`src/rtl/brus16_pkg.sv`:
```
// Shared constants and types for the brus16 vblank copy path.
package brus16_pkg;

  localparam int DATA_WIDTH         = 16;
  localparam int RECT_WORDS_DEFAULT = 5;

  typedef enum logic [2:0] {
    IDLE,
    READ,
    DRAIN,
    BTN,
    DONE
  } copy_state_t;

endpackage

```
`src/rtl/copy_addr_counter.sv`:
```
// Loadable rect-word index counter with a terminal-count flag at k == N-1.
module copy_addr_counter #(
  parameter  int N  = 10,
  localparam int KW = $clog2(N)
) (
  input  logic          clk,
  input  logic          clr,
  input  logic          load,
  input  logic [KW-1:0] load_val,
  input  logic          inc,
  output logic [KW-1:0] k,
  output logic          tc
);

  // Clear has priority over load, load over increment.
  always_ff @(posedge clk) begin
    if (clr) begin
      k <= '0;
    end else if (load) begin
      k <= load_val;
    end else if (inc) begin
      k <= k + KW'(1);
    end
  end

  assign tc = (k == KW'(N - 1));

endmodule

```
`src/rtl/vblank_copy_sequencer.sv`:
```
// Vertical-blank copy sequencer: streams the rect table from data memory into
// the GPU rect buffer, optionally writes back the button word, then pulses done.
// Optional feature macro: VBLANK_BUTTON_WRITE_EN enables the button write-back
// state; without it mem_we/mem_wdata are tied low and buttons is unused.
module vblank_copy_sequencer
  import brus16_pkg::*;
#(
  parameter  int                    RECT_COUNT  = 64,
  parameter  int                    RECT_WORDS  = RECT_WORDS_DEFAULT,
  parameter  int                    ADDR_WIDTH  = 13,
  parameter  logic [ADDR_WIDTH-1:0] RECT_BASE   = 13'h0100,
  parameter  logic [ADDR_WIDTH-1:0] BUTTON_ADDR = 13'h00FF,
  localparam int                    N           = RECT_COUNT * RECT_WORDS,
  localparam int                    GW          = $clog2(N)
) (
  input  logic                  clk,
  input  logic                  reset,
  input  logic                  copy_start,
  input  logic                  copy,
  input  logic [DATA_WIDTH-1:0] buttons,
  output logic [ADDR_WIDTH-1:0] mem_addr,
  output logic                  mem_re,
  input  logic [DATA_WIDTH-1:0] mem_rdata,
  output logic                  mem_we,
  output logic [DATA_WIDTH-1:0] mem_wdata,
  output logic                  gpu_we,
  output logic [GW-1:0]         gpu_addr,
  output logic [DATA_WIDTH-1:0] gpu_wdata,
  output logic                  busy,
  output logic                  done,
  output logic                  overrun
);

  if (N < 2) begin : g_bad_n
    $error("vblank_copy_sequencer: RECT_COUNT*RECT_WORDS must be at least 2");
  end
  if (int'(RECT_BASE) + N - 1 >= (1 << ADDR_WIDTH)) begin : g_bad_base
    $error("vblank_copy_sequencer: rect table does not fit in the address space");
  end

  copy_state_t           state;
  logic [GW-1:0]         k;
  logic                  tc;
  logic                  start_go;
  logic                  cnt_inc;
  logic                  in_window;
  logic                  mem_re_q;
  logic [ADDR_WIDTH-1:0] mem_addr_q;
  logic                  busy_q;
  logic                  done_q;
  logic                  overrun_q;
  logic                  vld_p1;
  logic [GW-1:0]         gpu_addr_p1;
`ifdef VBLANK_BUTTON_WRITE_EN
  logic                  mem_we_q;
`endif

  assign start_go  = (state == IDLE) && copy_start && copy;
  assign cnt_inc   = (state == READ) && copy && !tc;
  assign in_window = (state != IDLE) && (state != DONE);

  copy_addr_counter #(
    .N (N)
  ) u_copy_addr_counter (
    .clk      (clk),
    .clr      (reset),
    .load     (start_go),
    .load_val ('0),
    .inc      (cnt_inc),
    .k        (k),
    .tc       (tc)
  );

  // Transfer FSM; strobes and addresses are registered here, the copy flag
  // gates them at the outputs so losing the window silences them at once.
  always_ff @(posedge clk) begin
    if (reset) begin
      state      <= IDLE;
      mem_re_q   <= 1'b0;
      mem_addr_q <= '0;
      busy_q     <= 1'b0;
      done_q     <= 1'b0;
      overrun_q  <= 1'b0;
`ifdef VBLANK_BUTTON_WRITE_EN
      mem_we_q   <= 1'b0;
`endif
    end else begin
      done_q <= 1'b0;
      if (in_window && !copy) begin
        // Window lost mid-transfer: abandon it and flag the overrun.
        state      <= IDLE;
        mem_re_q   <= 1'b0;
        mem_addr_q <= '0;
        busy_q     <= 1'b0;
        overrun_q  <= 1'b1;
`ifdef VBLANK_BUTTON_WRITE_EN
        mem_we_q   <= 1'b0;
`endif
      end else begin
        case (state)
          IDLE: begin
            if (start_go) begin
              state      <= READ;
              mem_re_q   <= 1'b1;
              mem_addr_q <= RECT_BASE;
              busy_q     <= 1'b1;
              overrun_q  <= 1'b0;
            end
          end
          READ: begin
            if (tc) begin
              state      <= DRAIN;
              mem_re_q   <= 1'b0;
              mem_addr_q <= '0;
            end else begin
              mem_addr_q <= RECT_BASE + ADDR_WIDTH'(k) + ADDR_WIDTH'(1);
            end
          end
          DRAIN: begin
`ifdef VBLANK_BUTTON_WRITE_EN
            state      <= BTN;
            mem_we_q   <= 1'b1;
            mem_addr_q <= BUTTON_ADDR;
`else
            state  <= DONE;
            busy_q <= 1'b0;
            done_q <= 1'b1;
`endif
          end
`ifdef VBLANK_BUTTON_WRITE_EN
          BTN: begin
            state      <= DONE;
            mem_we_q   <= 1'b0;
            mem_addr_q <= '0;
            busy_q     <= 1'b0;
            done_q     <= 1'b1;
          end
`endif
          DONE: begin
            state <= IDLE;
          end
          default: begin
            state <= IDLE;
          end
        endcase
      end
    end
  end

  // Stage p1 control: a read accepted this cycle becomes a GPU write next cycle.
  always_ff @(posedge clk) begin
    if (reset) begin
      vld_p1 <= 1'b0;
    end else begin
      vld_p1 <= (state == READ) && copy;
    end
  end

  // Stage p1 data: rect-buffer index of the read in flight.
  always_ff @(posedge clk) begin
    gpu_addr_p1 <= k;
  end

  assign mem_re    = mem_re_q & copy;
  assign mem_addr  = mem_addr_q;
  assign gpu_we    = vld_p1 & copy;
  assign gpu_addr  = vld_p1 ? gpu_addr_p1 : '0;
  assign gpu_wdata = gpu_we ? mem_rdata : '0;
  assign busy      = busy_q;
  assign done      = done_q;
  assign overrun   = overrun_q;

`ifdef VBLANK_BUTTON_WRITE_EN
  assign mem_we    = mem_we_q & copy;
  assign mem_wdata = mem_we ? buttons : '0;
`else
  logic unused_buttons;
  assign unused_buttons = ^buttons;
  assign mem_we         = 1'b0;
  assign mem_wdata      = '0;
`endif

endmodule

```
`config.mk`:
```
export PLATFORM = sky130hd
export DESIGN_NAME = vblank_copy_sequencer
export DESIGN_NICKNAME = d
export VERILOG_FILES = /design/src/rtl/brus16_pkg.sv /design/src/rtl/copy_addr_counter.sv /design/src/rtl/vblank_copy_sequencer.sv
export SDC_FILE = /design/constraint.sdc
export NUM_CORES = 1
export LEC_CHECK = 0
export CAP_MARGIN = 25
export CORE_MARGIN = 2
export CORE_UTILIZATION = 39
export CTS_CLUSTER_SIZE = 20
export DETAILED_ROUTE_END_ITERATION = 16
export PLACE_DENSITY = 0.82
export SLEW_MARGIN = 20
export SYNTH_ARGS = -nofsm -noshare
export SYNTH_HDL_FRONTEND = slang
export SYNTH_HIERARCHICAL = 1
export SYNTH_SLANG_ARGS = --single-unit
```
`constraint.sdc`:
```
create_clock -name clk -period 2.6 [get_ports clk]
set_clock_uncertainty 0.1 [all_clocks]
set_input_delay 0.39 -clock clk [delete_from_list [all_inputs] [get_ports clk]]
set_output_delay 0.39 -clock clk [all_outputs]
set_load 0.1 [all_outputs]
```
==> results.toml <==
[critical_path]
required_ps = 2660
criticalPathCategory = "primary input to flop"
ff2ff_path_depth = 7
reg2reg_from = "u_copy_addr_counter/k[1]"
reg2reg_slack_ps = 490
crit_path_start_kind = "primary input"
crit_fanout = 12
worstPathArrival_ps = 2240
endpoint_kind = "flop"
r2r-end = "u_copy_addr_counter/k[7]"

[sta]
hold_viol = 0
fin_crit_ps = 2180
drv_slew = 0
fin_crit_sh = 0.838
tightest_slew_ps = 603
fin_ws_ps = 422
rsz0062_at_grt = "no"
setup_viol = 0
relSlewSlack = 0.598
max_freq_mhz = 459
fin_setup_tns_ps = 0

[route]
drtIter0Drc = 64
vias_per_cell = 5.01
routed_wl_um = 4220
first_pass_iters = 4
drc = 0
wl_per_cell_um = 12.4
vias = 1709
antenna_left = 0

[final_layout]
diodes = 0
final_common_cell = "dfxtp_1"
drive_gt1_frac = 0.228
area_growth_pct = 45.6
layout_common_cells = "36 x dfxtp_1, 31 x buf_4, 29 x conb_1"
fill_cells = 367
final_nets = 326

[pwr]
power_density_nw_per_um2 = 514
ir_drop_uv = 244
cellLeakagePower_uw = 0.00116

[hold_path]
holdCritStartpoint = "u_copy_addr_counter/k[8]"
hold_path_end = "gpu_addr_p1[8]"
hp-class = "flop to flop"
hold_depth = 0

[cts]
cts_buffer_depth = 2
cts_buffers = 5
cts_hold_buf = 0
cts_tree = "built"
cts-root-buf = "clkbuf_8"
cts.repair.resized = 0
insertion_delay_ps = 290
cts_setup_buffers = 0
cts.sinks = 36
clk_pin_slew_worst_paths_ps = 70
htree_num_levels = 2

[status]
status = "complete, no violations"

[grt]
grt_start_max_net_pins = 27
grt_use_total = 0.166
antenna_found_initial = 0
grt-ovfl-total = 0
grt_pass1_wl_um = 6800
grt_pass1_vias = 1537

[placement]
dp_slack_ps = 119
gp_congestion = 0.828
io_buffers = 59
dp_hpwl_um = 3260

[logic_synthesis]
ys_seq_area_frac = 0.393
synth_cell_type_count = 41
yosys_warnings = 6
syn_inst = 215
syn_avg_cell_area_um2 = 8.52
ys_ff_latch = 36
synthesis.area_um2 = 1830
async_flop_share = 0
synthFlopType = "dfxtp_1"
synth_edf_count = 0

[floorplanning]
rows = 24
die_area_um2 = 5260
start_util = 0.412
core_area_um2 = 4440
die_h_um = 72.5
die_w_um = 72.5
io_pins = 96

[job]
drv_cap = 0
-- Yosys cell counts (all sizes together), types with 2 or more instances --
cell	number	share of area
nand3	11	0.030
nand4	4	0.014
nor3	2	0.0055
nand2b	2	0.0082
or4	4	0.017
xnor2	2	0.0096
dfxtp	36	0.39
or2	2	0.0068
nor3b	5	0.023
ha	2	0.014
a22oi	5	0.020
xor2	5	0.024
clkbuf	7	0.014
a21oi	8	0.022
o21bai	2	0.0082
or3	6	0.022
o211ai	5	0.020
nor2	17	0.036
buf	22	0.094
nand2	15	0.031
a211oi	3	0.012
a31oi	5	0.017
or3b	2	0.0096
nor2b	2	0.0068
and3	16	0.055
and2	11	0.038
o21ai	3	0.0082
inv	4	0.0082
-- critical path, stage by stage --
cell,delay (ps)
clkdlybuf4s50_1,520
nand2_1,90
or4_2,600
inv_1,200
inv_1,210
o21bai_1,180
a31oi_1,50
-- power breakdown --
| part | internal [uW] | leakage [uW] | switching (uW) |
|---|---|---|---|
| Sequential | 580 | 0.000294 | 24.0 |
| Combinational | 86.3 | 0.000815 | 275 |
| Clock | 211 | 0.0000510 | 194 |
| Total | 877 | 0.00116 | 493 |
-- kinds of logic after synthesis --
| family | after synthesis | synth area share |
|---|---|---|
| compound gates | 34 | 0.122 |
| other cells | 1 | 0.00205 |
| xor+xnor | 7 | 0.0335 |
| fa+ha+maj | 2 | 0.0137 |
| simple gates | 100 | 0.305 |
| mux | 1 | 0.00615 |
| buf+inv | 34 | 0.124 |
| flops | 36 | 0.393 |
-- routing by layer --
metal  share of wire  wire [um]  global-route usage
met5               0          0                   0
met4           0.018         75              0.0844
met3           0.093        391              0.0597
met2            0.49       2050               0.276
met1            0.40       1700               0.185
-- worst max path at each step --
stage | startpoint | end | slack (ps)
global route | copy | u_copy_addr_counter/k[5] | 290
finish | copy | u_copy_addr_counter/k[5] | 420
floorplan | copy | u_copy_addr_counter/k[7] | 420
CTS | copy | u_copy_addr_counter/k[5] | 430
detailed placement | copy | u_copy_addr_counter/k[5] | 120
global placement | copy | u_copy_addr_counter/k[5] | 180
-- per-stage QoR --
stage | std cells | util | hold WS [ps] | instance area, um2 | power [uW]
floorplan | 243 | - | 299 | 1940 | 915
global placement | 333 | 0.579 | 342 | 2570 | 971
detailed placement | 333 | 0.579 | 349 | 2570 | 976
CTS | 341 | 0.600 | 359 | 2670 | 1380
global route | 341 | 0.600 | 390 | 2670 | 1430
finish | 341 | 0.600 | 359 | 2670 | 1370
-- registers in the layout, summed over array words and instances, names as in the netlist --
signal and count:
vld_p1 1, mem_re_q 1, gpu_addr_p1 9, done 1, state 3, overrun 1, u_copy_addr_counter/k 9, busy 1
mem_addr 10
-- layout make-up --
cell class | count | area, um2 | share of cell area
multi-input combinational | 173 | 990 | 0.371
timing repair buffer | 68 | 783 | 0.294
sequential | 36 | 721 | 0.270
clock buffer | 6 | 82.6 | 0.0310
tap | 52 | 65.1 | 0.0244
inverter | 4 | 15.0 | 0.00563
clock inverter | 2 | 10.0 | 0.00375
No activity file was read; power rests on OpenSTA's default activity.
